### src/rtl/serial_tx_arbiter_if.sv
`default_nettype none
// ============================================================================
// Module      : serial_tx_arbiter_if
// Description : Bundles the requester byte bus and the quick_rs232 transmit
//               handshake that serial_tx_arbiter sits between.
//               master : arbiter view (drives req_ack and the tx_* strobes)
//               slave  : environment view (requesters + transmitter)
// Signals     : req_valid/req_data/req_last  requester byte offers
//               req_ack                      1-cycle accept pulse per requester
//               tx_transaction/tx_data/tx_data_ready  to quick_rs232
//               tx_data_copied/tx_busy                from quick_rs232
// Revision    : 1.0 - initial release
// ============================================================================
interface serial_tx_arbiter_if #(
   parameter int NUM_REQ = 4
);
   logic [NUM_REQ-1:0]   req_valid;
   logic [8*NUM_REQ-1:0] req_data;
   logic [NUM_REQ-1:0]   req_last;
   logic [NUM_REQ-1:0]   req_ack;

   logic                 tx_transaction;
   logic [7:0]           tx_data;
   logic                 tx_data_ready;
   logic                 tx_data_copied;
   logic                 tx_busy;

   modport master (
      input  req_valid, req_data, req_last, tx_data_copied, tx_busy,
      output req_ack, tx_transaction, tx_data, tx_data_ready
   );

   modport slave (
      output req_valid, req_data, req_last, tx_data_copied, tx_busy,
      input  req_ack, tx_transaction, tx_data, tx_data_ready
   );
endinterface
`default_nettype wire

### src/rtl/serial_tx_arbiter.sv
`default_nettype none
// ============================================================================
// Module      : serial_tx_arbiter
// Description : Round-robin arbiter sharing one quick_rs232 transmitter among
//               NUM_REQ byte producers. Sequences open / load / send / hold /
//               drain for every byte and locks the grant to one requester for
//               the whole of a multi-byte packet.
// Ports       : clk          system clock
//               rst          asynchronous, active-low reset
//               bus          requester bus + transmitter handshake (master)
//               grant_id     index of current owner, valid while busy=1
//               busy         a packet is in progress
//               timeout_err  1-cycle pulse when a copy or next byte times out
// Parameters  : NUM_REQ (1..8), SETUP_DELAY, HOLD_CYCLES, TIMEOUT_CYCLES
//               (delay parameters are treated as at least 1)
// Revision    : 1.0 - initial release
// ============================================================================
module serial_tx_arbiter #(
   parameter int NUM_REQ        = 4,
   parameter int SETUP_DELAY    = 10,
   parameter int HOLD_CYCLES    = 10,
   parameter int TIMEOUT_CYCLES = 65535
) (
   input  wire logic           clk,
   input  wire logic           rst,
   serial_tx_arbiter_if.master bus,
   output logic [2:0]          grant_id,
   output logic                busy,
   output logic                timeout_err
);

   // Terminal counts: the counter runs 0..N-1, so the action fires on the
   // N-th clock edge after entering the state.
   localparam int          c_SETUP_N   = (SETUP_DELAY    > 0) ? SETUP_DELAY    : 1;
   localparam int          c_HOLD_N    = (HOLD_CYCLES    > 0) ? HOLD_CYCLES    : 1;
   localparam int          c_TMO_N     = (TIMEOUT_CYCLES > 0) ? TIMEOUT_CYCLES : 1;
   localparam logic [15:0] c_SETUP_END = 16'(c_SETUP_N - 1);
   localparam logic [15:0] c_HOLD_END  = 16'(c_HOLD_N - 1);
   localparam logic [15:0] c_TMO_END   = 16'(c_TMO_N - 1);
   localparam logic [2:0]  c_LAST_IDX  = 3'(NUM_REQ - 1);
   localparam logic [3:0]  c_NUM_REQ   = 4'(NUM_REQ);

   typedef enum logic [2:0] {
      S_IDLE      = 3'd0,
      S_OPEN      = 3'd1,
      S_SEND      = 3'd2,
      S_HOLD      = 3'd3,
      S_WAIT_NEXT = 3'd4,
      S_DRAIN     = 3'd5
   } state_t;

   state_t               r_state;
   logic [2:0]           r_ptr;
   logic [2:0]           r_grant_id;
   logic                 r_last;
   logic [15:0]          r_cnt;
   logic                 r_busy;
   logic                 r_timeout_err;
   logic                 r_tx_transaction;
   logic [7:0]           r_tx_data;
   logic                 r_tx_data_ready;
   logic [NUM_REQ-1:0]   r_req_ack;

   logic [2*NUM_REQ-1:0] w_req_dbl;
   logic [NUM_REQ-1:0]   w_req_rot;
   logic                 w_win_found;
   logic [2:0]           w_win_off;
   logic [3:0]           w_win_sum;
   logic [2:0]           w_win_idx;
   logic [2:0]           w_sel;
   logic                 w_sel_valid;
   logic [7:0]           w_sel_data;
   logic                 w_sel_last;
   logic [NUM_REQ-1:0]   w_sel_onehot;
   logic [15:0]          w_cnt_inc;
   logic [2:0]           w_ptr_next;

   // ------------------------------------------------------------------------
   // Round-robin winner: rotate the request vector so that bit 0 is the
   // pointer position, take the lowest set bit, then rotate the offset back.
   // ------------------------------------------------------------------------
   always_comb begin
      w_req_dbl   = {bus.req_valid, bus.req_valid};
      w_req_rot   = NUM_REQ'(w_req_dbl >> r_ptr);
      w_win_found = 1'b0;
      w_win_off   = 3'd0;
      for (int k = NUM_REQ - 1; k >= 0; k--) begin
         if (w_req_rot[k]) begin
            w_win_found = 1'b1;
            w_win_off   = 3'(k);
         end
      end
      w_win_sum = {1'b0, r_ptr} + {1'b0, w_win_off};
      w_win_idx = (w_win_sum >= c_NUM_REQ) ? 3'(w_win_sum - c_NUM_REQ)
                                           : w_win_sum[2:0];
   end

   // ------------------------------------------------------------------------
   // Requester slice selection: the fresh winner while idle, otherwise the
   // locked owner. Only the owner's slice is ever looked at mid-packet.
   // ------------------------------------------------------------------------
   always_comb begin
      w_sel        = (r_state == S_IDLE) ? w_win_idx : r_grant_id;
      w_sel_valid  = 1'b0;
      w_sel_data   = 8'h00;
      w_sel_last   = 1'b0;
      w_sel_onehot = '0;
      for (int i = 0; i < NUM_REQ; i++) begin
         if (w_sel == 3'(i)) begin
            w_sel_valid     = bus.req_valid[i];
            w_sel_data      = bus.req_data[8*i +: 8];
            w_sel_last      = bus.req_last[i];
            w_sel_onehot[i] = 1'b1;
         end
      end
   end

   // Saturating so a stuck state can never wrap back into a short count.
   assign w_cnt_inc  = (r_cnt == 16'hFFFF) ? r_cnt : r_cnt + 16'd1;
   assign w_ptr_next = (r_grant_id == c_LAST_IDX) ? 3'd0 : r_grant_id + 3'd1;

   // ------------------------------------------------------------------------
   // Sequencer
   // ------------------------------------------------------------------------
   always_ff @(posedge clk or negedge rst) begin
      if (!rst) begin
         r_state          <= S_IDLE;
         r_ptr            <= 3'd0;
         r_grant_id       <= 3'd0;
         r_last           <= 1'b0;
         r_cnt            <= 16'd0;
         r_busy           <= 1'b0;
         r_timeout_err    <= 1'b0;
         r_tx_transaction <= 1'b0;
         r_tx_data        <= 8'h00;
         r_tx_data_ready  <= 1'b0;
         r_req_ack        <= '0;
      end else begin
         r_req_ack     <= '0;
         r_timeout_err <= 1'b0;

         case (r_state)
            S_IDLE: begin
               if (w_win_found) begin
                  r_tx_data        <= w_sel_data;
                  r_last           <= w_sel_last;
                  r_req_ack        <= w_sel_onehot;
                  r_grant_id       <= w_win_idx;
                  r_tx_transaction <= 1'b1;
                  r_busy           <= 1'b1;
                  r_cnt            <= 16'd0;
                  r_state          <= S_OPEN;
               end
            end

            S_OPEN: begin
               if (r_cnt >= c_SETUP_END) begin
                  r_tx_data_ready <= 1'b1;
                  r_cnt           <= 16'd0;
                  r_state         <= S_SEND;
               end else begin
                  r_cnt <= w_cnt_inc;
               end
            end

            S_SEND: begin
               // A copy on the same edge as the timeout still counts.
               if (bus.tx_data_copied) begin
                  r_cnt   <= 16'd0;
                  r_state <= S_HOLD;
               end else if (r_cnt >= c_TMO_END) begin
                  r_timeout_err   <= 1'b1;
                  r_tx_data_ready <= 1'b0;
                  r_cnt           <= 16'd0;
                  r_state         <= S_DRAIN;
               end else begin
                  r_cnt <= w_cnt_inc;
               end
            end

            S_HOLD: begin
               if (r_cnt >= c_HOLD_END) begin
                  r_tx_data_ready <= 1'b0;
                  r_cnt           <= 16'd0;
                  r_state         <= r_last ? S_DRAIN : S_WAIT_NEXT;
               end else begin
                  r_cnt <= w_cnt_inc;
               end
            end

            S_WAIT_NEXT: begin
               // The transmitter is already open, so the next byte of the
               // packet goes straight to SEND without a setup delay.
               if (w_sel_valid) begin
                  r_tx_data       <= w_sel_data;
                  r_last          <= w_sel_last;
                  r_req_ack       <= w_sel_onehot;
                  r_tx_data_ready <= 1'b1;
                  r_cnt           <= 16'd0;
                  r_state         <= S_SEND;
               end else if (r_cnt >= c_TMO_END) begin
                  r_timeout_err <= 1'b1;
                  r_cnt         <= 16'd0;
                  r_state       <= S_DRAIN;
               end else begin
                  r_cnt <= w_cnt_inc;
               end
            end

            S_DRAIN: begin
               if (!bus.tx_busy) begin
                  r_tx_transaction <= 1'b0;
                  r_tx_data        <= 8'h00;
                  r_ptr            <= w_ptr_next;
                  r_busy           <= 1'b0;
                  r_cnt            <= 16'd0;
                  r_state          <= S_IDLE;
               end
            end

            default: begin
               r_tx_transaction <= 1'b0;
               r_tx_data_ready  <= 1'b0;
               r_busy           <= 1'b0;
               r_cnt            <= 16'd0;
               r_state          <= S_IDLE;
            end
         endcase
      end
   end

   assign bus.req_ack        = r_req_ack;
   assign bus.tx_transaction = r_tx_transaction;
   assign bus.tx_data        = r_tx_data;
   assign bus.tx_data_ready  = r_tx_data_ready;
   assign grant_id           = r_grant_id;
   assign busy               = r_busy;
   assign timeout_err        = r_timeout_err;

endmodule
`default_nettype wire

### src/flat_wrapper.sv
// flat-port wrapper written by rule: the top's interface ports become plain ports
module serial_tx_arbiter_flat 
#(
   parameter int NUM_REQ        = 4,
   parameter int SETUP_DELAY    = 10,
   parameter int HOLD_CYCLES    = 10,
   parameter int TIMEOUT_CYCLES = 65535
)
  (clk, rst, grant_id, busy, timeout_err, bus_req_valid, bus_req_data, bus_req_last, bus_tx_data_copied, bus_tx_busy, bus_req_ack, bus_tx_transaction, bus_tx_data, bus_tx_data_ready);
  serial_tx_arbiter_if #(.NUM_REQ(NUM_REQ)) bus_i ();
  input  wire logic clk;
  input  wire logic rst;
  output logic [2:0] grant_id;
  output logic busy;
  output logic timeout_err;
  input wire logic [$bits(bus_i.req_valid)-1:0] bus_req_valid;
  input wire logic [$bits(bus_i.req_data)-1:0] bus_req_data;
  input wire logic [$bits(bus_i.req_last)-1:0] bus_req_last;
  input wire logic [$bits(bus_i.tx_data_copied)-1:0] bus_tx_data_copied;
  input wire logic [$bits(bus_i.tx_busy)-1:0] bus_tx_busy;
  output wire logic [$bits(bus_i.req_ack)-1:0] bus_req_ack;
  output wire logic [$bits(bus_i.tx_transaction)-1:0] bus_tx_transaction;
  output wire logic [$bits(bus_i.tx_data)-1:0] bus_tx_data;
  output wire logic [$bits(bus_i.tx_data_ready)-1:0] bus_tx_data_ready;
  assign bus_i.req_valid = bus_req_valid;
  assign bus_i.req_data = bus_req_data;
  assign bus_i.req_last = bus_req_last;
  assign bus_i.tx_data_copied = bus_tx_data_copied;
  assign bus_i.tx_busy = bus_tx_busy;
  assign bus_req_ack = bus_i.req_ack;
  assign bus_tx_transaction = bus_i.tx_transaction;
  assign bus_tx_data = bus_i.tx_data;
  assign bus_tx_data_ready = bus_i.tx_data_ready;
  serial_tx_arbiter #(.NUM_REQ(NUM_REQ), .SETUP_DELAY(SETUP_DELAY), .HOLD_CYCLES(HOLD_CYCLES), .TIMEOUT_CYCLES(TIMEOUT_CYCLES)) u_core (.clk(clk), .rst(rst), .bus(bus_i), .grant_id(grant_id), .busy(busy), .timeout_err(timeout_err));
endmodule
### config.mk
export PLATFORM = sky130hd
export DESIGN_NAME = serial_tx_arbiter_flat
export DESIGN_NICKNAME = d
export VERILOG_FILES = /design/src/rtl/serial_tx_arbiter_if.sv /design/src/rtl/serial_tx_arbiter.sv /design/src/flat_wrapper.sv
export SDC_FILE = /design/constraint.sdc
export NUM_CORES = 1
export LEC_CHECK = 0
export CAP_MARGIN = 20
export CORE_MARGIN = 4
export CORE_UTILIZATION = 57
export CTS_CLUSTER_DIAMETER = 200
export DETAILED_ROUTE_END_ITERATION = 10
export PLACE_DENSITY = 0.93
export SETUP_SLACK_MARGIN = 0.4
export SLEW_MARGIN = 20
export SYNTH_ARGS = -nofsm -noshare
export SYNTH_HDL_FRONTEND = slang
export SYNTH_SLANG_ARGS = --single-unit
### constraint.sdc
create_clock -name clk -period 5.4 [get_ports clk]
set_input_delay 1.08 -clock clk [delete_from_list [all_inputs] [get_ports clk]]
set_output_delay 1.08 -clock clk [all_outputs]
set_load 0.05 [all_outputs]
# Yosys cells after proc, flatten, opt, wreduce, memory -nomap -nowiden
# Cells that the tools add are included.
# word_totals
register_bits	41
latchBits	0
ramBits	0
mem_bits_ro	0
input_bits	44
output_inout_bits	19
word_cells	120
n_memories	0
# classes
addsub	4
n_mul	0
n_div	0
n_lt_le_gt_ge	3
eq_ne	17
shifts	1
muxes	67
n_bitwise	3
n_reduce_logical	15
# op_table
op	n
$mux 16	7
$pmux 16 s5	1
$mux 8	7
$mux 3	10
$mux 1	29
$pmux 8 s3	1
$pmux 3 s6	1
$add 16x1->16 const B	1
$eq 16x16->1 const B	1
$ge 16x16->1 const B	1
$ge 16x4->1 const B	1
$eq 3x2->1 const B	5
$ne 2x1->1 const B	5
$mux 2	4
$mux 4	2
$pmux 4 s2	1
$reduce_and 4->1	2
$shr 8x3->4	1
$eq 3x1->1 const B	2
$eq 3x3->1 const B	2
$logic_not 3->1	2
$reduce_and 2->1	3
$reduce_and 3->1	2
$reduce_and 6->1	1
other kinds (13)	18

# Depth between registers and ports, before layout
# Gate-level depths: netlist of run 1.
# logic_depth
ltp_word	16
depth_mapped	12
mapped_depth_nobuf	12

# Worst setup path before layout of run 1
# No wires, ideal clock.
# synth_timing
path_kind	input port to flip-flop
from	input port bus_req_valid[2]
to	register u_core.r_tx_data[0], in the netlist u_core.bus.tx_data[0]
setup_ps	125
t_arrival_ps	3613
required_ps	5275
path_slack_ps	1662
path_stages	12
n_path_buf	0
path_cell_list	and3b_1 a21oi_1 o22ai_1 a221oi_1 nor2_1 ha_1 fa_1 nor2_1 o211ai_1 a21oi_1 or4_1 mux2_4
# synth_between
elab_chain_len	16
word_cells_on_any_way	32
classes_between	add/sub (2); order compare (1); eq/ne (5); shift (1); mux (21); reduce/logical (2)
# synth_rtl
item	line	source
start, declared	flat_wrapper.sv:16	input wire logic [$bits(bus_i.req_valid)-1:0] bus_req_valid;
$shr 8x3->4 *	serial_tx_arbiter.sv:84	w_req_rot = NUM_REQ'(w_req_dbl >> r_ptr);
$mux 2 (3 in a row)	serial_tx_arbiter.sv:88	if (w_req_rot[k]) begin
$mux 2 *	serial_tx_arbiter.sv:88	
$add 3x2->4 *	serial_tx_arbiter.sv:93	w_win_sum = {1'b0, r_ptr} + {1'b0, w_win_off};
$ge 4x3->1 / $sub 3x3->3 (equally long branches)	serial_tx_arbiter.sv:94	w_win_idx = (w_win_sum >= c_NUM_REQ) ? 3'(w_win_sum - c_NUM_REQ)
$mux 3 *	serial_tx_arbiter.sv:94	
named net u_core.w_win_idx[1]	serial_tx_arbiter.sv:69	logic [2:0] w_win_idx;
$mux 3 *	serial_tx_arbiter.sv:103	w_sel = (r_state == S_IDLE) ? w_win_idx : r_grant_id;
$logic_not 3->1	serial_tx_arbiter.sv:109	if (w_sel == 3'(i)) begin
$mux 8 / $mux 1 (equally long branches) (4 in a row)	serial_tx_arbiter.sv:109	
$mux 8 (tied with other cells)	serial_tx_arbiter.sv:194	if (w_sel_valid) begin
$pmux 8 s3 / $reduce_and 4->1 (equally long branches)	n/a	
end signal, assigned	serial_tx_arbiter.sv:145	r_tx_data <= w_sel_data;
end signal, assigned	serial_tx_arbiter.sv:195	r_tx_data <= w_sel_data;
end, declared	serial_tx_arbiter.sv:60	logic [7:0] r_tx_data;
# The timed path passes the listed nets; every way through them passes the cells marked *. The select of a mux whose other input is x is not followed.
# A chain may end at the register's enable or synchronous reset.

# Final worst setup path of run 1
# layout_timing
from	input port bus_req_valid[3]
to	register u_core.r_tx_data[3], in the netlist u_core.bus.tx_data[3]
# The elaborated chain is that of the path after synthesis.

==> impl_metrics.tcl, run 1 <==
set metrics [dict create \
    leakagePower_nw 1.64 \
    nets 487 \
    first_iter_violations 291 \
    clk_path_buf_depth 2 \
    fin_hold_ws_ns 0.519 \
    ys_ff_latch 41 \
    worstPathMaxFanout 10 \
    synth_cell_types 66 \
    seq_area_um2 1030 \
    drt.antenna.violating_nets 0 \
    max_cap_violations 0 \
    dieHeight_um 83.2 \
    diodes 0 \
    tns_ns 0 \
    syn_area_per_cell_um2 8.30 \
    fin_skew_ns 0.00549 \
    synthCells 388 \
    h-tree-depth 2 \
    holdPathStages 1 \
    cts_buffers 5 \
    cp-end-kind "flip-flop" \
    worst_pin_slew_ns 0.942 \
    worstSkewPairLatency_ns 0.30 \
    seq_area_frac_synth_pct 31.9 \
    layout_commonest_cell "clkdlybuf4s50_1" \
    hold_viol 0 \
    dieArea_um2 6910 \
    routed-via-count 3361 \
    fill_cells 427 \
    cts_root_buf "clkbuf_8" \
    path_delay_family "compound AO/OA/AOI/OAI gates" \
    fp-row-count 27 \
    grt_util_met2_pct 43.9 \
    path_class "primary input to flip-flop" \
    critical-path-max-stage-delay_ns 0.63 \
    post-route-period-util_pct 82.0 \
    startpoint_type "primary input" \
    crit_arrival_ns 4.61 \
    grt_max_degree 42 \
    rsz0062_at_grt "false" \
    netlist_area_um2 3220 \
    drc 0 \
    setup_ws_ns 0.971 \
    routed_via_density 6.63 \
    clk_pin_slew_ns 0.08 \
    drv_slew 0 \
    cts_tree "yes" \
    grt_pass1_vias 3192 \
    pre_cts_ws_ns 0.698 \
    gp_congestion 0.930 \
    core_area_um2 5510 \
    met1_usage_pct 34.4 \
    async_reset_ff_share_pct 100 \
    first_pass_iters 6 \
    gr-total-overflow 0 \
    busiest_layer "met2" \
    rr_worst_depth 12 \
    power_density_nw_per_um2 520 \
    post_cts_resized 0 \
    synth_nets 440 \
    place_hpwl_mm 6.61 \
    relSlewSlack_pct 37.2 \
    post-cts-setup-buffers 0 \
    outcome "finished clean" \
    clkSinkCount 41 \
    grt_pass1_wl_mm 15.3 \
    fmax_mhz 226 \
    yosysWarnings 0 \
    cp_data_required_time_ns 5.59 \
    portBuffers 62 \
    hold_path_class "flip-flop to flip-flop" \
    use_met3_pct 6.05 \
    synth-edff-count 0 \
    cp.depth 13 \
    start_util_pct 58.5 \
    post-route-min-period_ns 4.43 \
    io_pins 63 \
    final_cell_mix "clkdlybuf4s50_1, a21oi_1, nand2_1" \
    setup_violations 0 \
    cpMaxStageDelayCell "fa_1" \
    hold_buffers 0 \
    grt_usage_pct 26.5 \
    critPathBufInv 1 \
    dieWidth_um 83.2 \
    ir_worst_vdd_uv 291 \
    wl_per_cell_um 17.9 \
    path_cells "clkdlybuf4s50_1 > and3b_1 > a21oi_1 > o22ai_1 > a221oi_1 > nor2_1 > ha_1 > fa_1 > nor2_1 > o211ai_1 > a21oi_1 > or4_1 > mux2_4" \
    wl_mm 9.06 \
    layout-drive-gt1-share_pct 9.20 \
    ys.flop_type "dfrtp_1" \
    multi_input_area_um2 1990 \
    grt_antenna_before_repair 0 \
    syn2layout_area_growth_pct 21.1 \
]
==> cells in the mapped netlist (all sizes together) (4+ instances only) <==
| cell type | count | area share, % |
|---|---|---|
| a22oi | 5 | 1.2 |
| nand2 | 49 | 5.8 |
| nand3 | 13 | 2.3 |
| o2111ai | 4 | 1.5 |
| or4 | 11 | 2.7 |
| ha | 7 | 2.7 |
| buf | 15 | 3.1 |
| o31ai | 4 | 1.2 |
| a31oi | 8 | 1.6 |
| o21bai | 4 | 0.93 |
| o21ai | 10 | 1.6 |
| o211ai | 8 | 2.0 |
| clkbuf | 8 | 0.93 |
| and2 | 4 | 0.78 |
| or3 | 5 | 0.97 |
| nor2 | 18 | 2.1 |
| nand4 | 17 | 3.5 |
| nor4 | 5 | 0.97 |
| dfrtp | 41 | 32 |
| nor3 | 9 | 1.6 |
| nor2b | 6 | 1.2 |
| mux2 | 12 | 5.1 |
| o22ai | 10 | 1.9 |
| a21oi | 52 | 8.1 |
| inv | 23 | 2.7 |
==> worst paths after layout <==
| kind | startpoint | end | slack (ns) |
|---|---|---|---|
| hold / removal | u_core.bus.tx_data[7] | u_core.bus.tx_data[7] | 0.52 |
| setup reg to reg | u_core.r_ptr[0] | u_core.bus.tx_data[3] | 1.81 |
| min in group asynchronous | rst | u_core.bus.req_ack[3] | 0.92 |
| setup / recovery | bus_req_valid[3] | u_core.bus.tx_data[3] | 0.97 |
| hold reg to reg | u_core.bus.tx_data[7] | u_core.bus.tx_data[7] | 0.52 |
| max in group asynchronous | rst | u_core.r_cnt[1] | 3.88 |
==> sequential cells by signal, indices dropped and copies added, names as in the netlist <==
name,flops
u_core.r_cnt,16
u_core.bus.tx_data,8
u_core.bus.req_ack,4
u_core.grant_id,3
u_core.r_ptr,3
u_core.r_state,3
u_core.bus.tx_data_ready,1
u_core.busy,1
u_core.r_last,1
u_core.timeout_err,1
==> cell type report <==
class | count | share of cell area (%)
timing repair buffer | 63 | 16.0
sequential | 41 | 26.3
tap | 72 | 2.31
multi-input combinational | 301 | 51.0
clock buffer | 7 | 2.21
inverter | 23 | 2.21
==> metal layers <==
metal | share of wire, % | vias to the layer above
met4 | 2.1 | 0
met3 | 10 | 27
met1 | 40 | 1566
met5 | 0 | -
li1 | - | 1554
met2 | 48 | 214
==> stage by stage <==
step / area (um2) / cells / util, % / power (mW)
after floorplan: 3220 / 388 / - / 1.49
after global placement: 3810 / 500 / 69.1 / 1.74
after detailed placement: 3810 / 500 / 69.1 / 1.80
after CTS: 3890 / 507 / 70.7 / 2.01
after global routing: 3900 / 507 / 70.8 / 2.16
final: 3900 / 507 / 70.8 / 2.03
==> report_power, final <==
part | total (mW) | switching [mW] | leakage [nW] | internal (mW)
registers | 0.539 | 0.141 | 0.533 | 0.399
clock network | 0.209 | 0.108 | 0.0443 | 0.102
logic | 1.28 | 0.765 | 1.07 | 0.514
total | 2.03 | 1.01 | 1.64 | 1.01
==> cells by family after synthesis <==
group                    Yosys count  synth area share [%]
flip-flops                        41                  31.9
AND/OR/NAND/NOR                  157                  26.9
multiplexers                      14                  6.14
adder cells (fa/ha/maj)            8                  3.34
buffers and inverters             46                  6.72
AO/OA/AOI/OAI                    122                  25.1
Note: power is estimated with default switching activity, not from simulation.
==> run 2, diff against run 1 <==
--- a/config.mk
+++ b/config.mk
@@ -7,10 +7,10 @@
 export LEC_CHECK = 0
 export CAP_MARGIN = 20
 export CORE_MARGIN = 4
-export CORE_UTILIZATION = 57
+export CORE_UTILIZATION = 53
 export CTS_CLUSTER_DIAMETER = 200
 export DETAILED_ROUTE_END_ITERATION = 10
-export PLACE_DENSITY = 0.93
+export PLACE_DENSITY = 0.88
 export SETUP_SLACK_MARGIN = 0.4
 export SLEW_MARGIN = 20
 export SYNTH_ARGS = -nofsm -noshare
==> constraint.sdc (replaced) <==
create_clock -name clk -period 4.37 [get_ports clk]
set_input_delay 0.874 -clock clk [delete_from_list [all_inputs] [get_ports clk]]
set_output_delay 0.874 -clock clk [all_outputs]
set_load 0.05 [all_outputs]
==> run 2 against run 1 <==
  * Hold slack better by 0.011 ns
  * Global-route usage is 1.6 points lower
  * Combinational power is 47% higher
  * Clock skew is 0.010 ns higher
  * Clock power is 74% higher
  * Non-clock buffer count is 12 higher
  * Sequential share of layout area is 1.9 points lower
  * Critical path depth stayed put
  * Routed wire length is 11% higher
  * Sequential power is 28% higher
  * Critical path type unchanged
  * Largest power group unchanged
==> impl_metrics.tcl, run 2 (synthesis gave the netlist of run 1 again) <==
set metrics [dict create \
    outcome "finished clean" \
    drt.antenna.violating_nets 0 \
    dieArea_um2 7380 \
    rsz0062_at_grt "false" \
    seq_area_um2 1030 \
    largest_register_ff_count 16 \
    worstPathMaxFanout 6 \
    place_hpwl_mm 6.47 \
    placed_area_um2 3830 \
    cp_data_required_time_ns 4.56 \
    routed.top_layer "met4" \
    dieWidth_um 85.9 \
    dpl.cell_count 506 \
    cts_tree "yes" \
    post-route-min-period_ns 4.01 \
    setup_ws_ns 0.361 \
    cts_root_buf "clkbuf_8" \
    nets 501 \
    layout_commonest_cell "clkdlybuf4s50_1" \
    timing.rr.end "u_core.bus.tx_data[1]" \
    fin_skew_ns 0.0157 \
    wl_mm 10.1 \
    routed_via_density 6.70 \
    power_density_nw_per_um2 698 \
    first_pass_iters 6 \
    layoutNonFillerInstCount 525 \
    clk_pin_slew_ns 0.09 \
    wl_met2_mm 4.69 \
    h-tree-depth 2 \
    grt_pass1_wl_mm 15.1 \
    endpoint "u_core.bus.tx_data[1]" \
    drc 0 \
    layout-drive-gt1-share_pct 15.8 \
    fmax_mhz 249 \
    dieHeight_um 85.9 \
    hold_path_class "flip-flop to flip-flop" \
    leakagePower_nw 1.77 \
    final_cell_mix "clkdlybuf4s50_1, nand2_1, a21oi_1" \
    syn2layout_area_growth_pct 30.6 \
    met1_length_mm 3.91 \
    worstSkewPairLatency_ns 0.30 \
    gp_congestion 0.917 \
    regMostFlops "u_core.r_cnt" \
    fill_cells 412 \
    wl_met3_mm 1.07 \
    start_util_pct 54.4 \
    routed-via-count 3519 \
    reg2reg_from "u_core.r_ptr[0]" \
    portBuffers 62 \
    io_pins 63 \
    clk_path_buf_depth 2 \
    drv_slew 0 \
    fp-row-count 28 \
    grt_max_degree 42 \
    cts_buffers 5 \
    pre_cts_ws_ns -0.0249 \
    grt_antenna_before_repair 0 \
    setup_violations 0 \
    core_area_um2 5920 \
    grt_pass1_vias 3118 \
    clkSinkCount 41 \
    startpoint "bus_req_valid[1]" \
    worstHoldStart "u_core.bus.tx_data[6]" \
    gr-total-overflow 0 \
    worst_pin_slew_ns 0.986 \
    diodes 0 \
    crit_arrival_ns 4.20 \
    finalPower_mw 2.93 \
    startpoint_type "primary input" \
    tns_ns 0 \
    wl_per_cell_um 19.2 \
    cp-end-kind "flip-flop" \
    hold_viol 0 \
    ir_worst_vdd_uv 420 \
    path_class "primary input to flip-flop" \
    rr_worst_depth 13 \
    relSlewSlack_pct 33.9 \
    design_area_um2 4200 \
    max_cap_violations 0 \
    first_iter_violations 401 \
    grt_usage_pct 25.0 \
    multi_input_area_um2 2130 \
    ff2ff_setup_slack_ns 0.75 \
    post-route-period-util_pct 91.7 \
]
==> run 2: worst min-delay path by stage <==
stage | to | slack, ns | depth (start not counted)
after floorplan | u_core.r_cnt[10] | 0.53 | 1
after global placement | u_core.bus.tx_data[0] | 0.50 | 1
after detailed placement | u_core.bus.tx_data[1] | 0.50 | 1
after CTS | u_core.bus.tx_data[6] | 0.52 | 1
after global routing | u_core.bus.tx_data[5] | 0.54 | 1
final | u_core.bus.tx_data[6] | 0.53 | 1
==> run 2: area by class of cell <==
type / instances / area share (%)
clock buffers: 5 / 1.64
clock inverters: 3 / 1.55
inverters: 23 / 2.05
multi-input cells: 303 / 50.6
flip-flops and latches: 41 / 24.4
well taps: 75 / 2.23
repair buffers: 75 / 17.5
==> run 2: per-layer routing <==
layer | global-route usage (%) | vias up
met5 | 0 | -
met4 | 6.33 | 0
met3 | 3.75 | 51
met2 | 42.1 | 239
met1 | 33.6 | 1633
li1 | - | 1596
==> run 2: per-stage QoR <==
step / hold slack, ns / utilization (%)
floorplan: 0.527 / -
global placement: 0.498 / 64.7
detailed placement: 0.504 / 64.7
CTS: 0.524 / 68.2
global route: 0.541 / 71.0
finish: 0.530 / 71.0
==> run 2: where the power goes <==
| part | total, mW | internal [mW] | switching [mW] |
|---|---|---|---|
| Clock | 0.364 | 0.227 | 0.137 |
| Combinational | 1.88 | 0.788 | 1.09 |
| Sequential | 0.690 | 0.492 | 0.198 |
==> run 2: critical path, cell delays in order <==
cell             delay (ns)
clkdlybuf4s50_1        0.55
a21oi_1                0.26
o22ai_2                0.13
a221oi_2               0.27
nor2_2                 0.08
ha_4                   0.17
fa_2                   0.57
nor2_1                 0.06
o211ai_1               0.15
clkdlybuf4s15_2        0.32
a21oi_1                0.09
or4_1                  0.42
mux2_4                 0.27
==> run 2: repair_timing <==
| action | CTS | global route |
|---|---|---|
| pin swaps | 1 | 11 |
| endpoints found under the setup margin | 8 | 9 |
| buffers inserted | 2 | 6 |
| hold endpoints to repair | 0 | 0 |
| gates cloned | 0 | 3 |
| resized for setup | 6 | 20 |
| hold buffers | 0 | 0 |
==> run 3, diff against run 2 <==
--- a/config.mk
+++ b/config.mk
@@ -12,7 +12,7 @@
 export DETAILED_ROUTE_END_ITERATION = 10
 export PLACE_DENSITY = 0.88
 export SETUP_SLACK_MARGIN = 0.4
-export SLEW_MARGIN = 20
+export SLEW_MARGIN = 0
 export SYNTH_ARGS = -nofsm -noshare
 export SYNTH_HDL_FRONTEND = slang
 export SYNTH_SLANG_ARGS = --single-unit
==> results of run 3 <==
Final layout, timing and power as in run 2 (identical DEF).
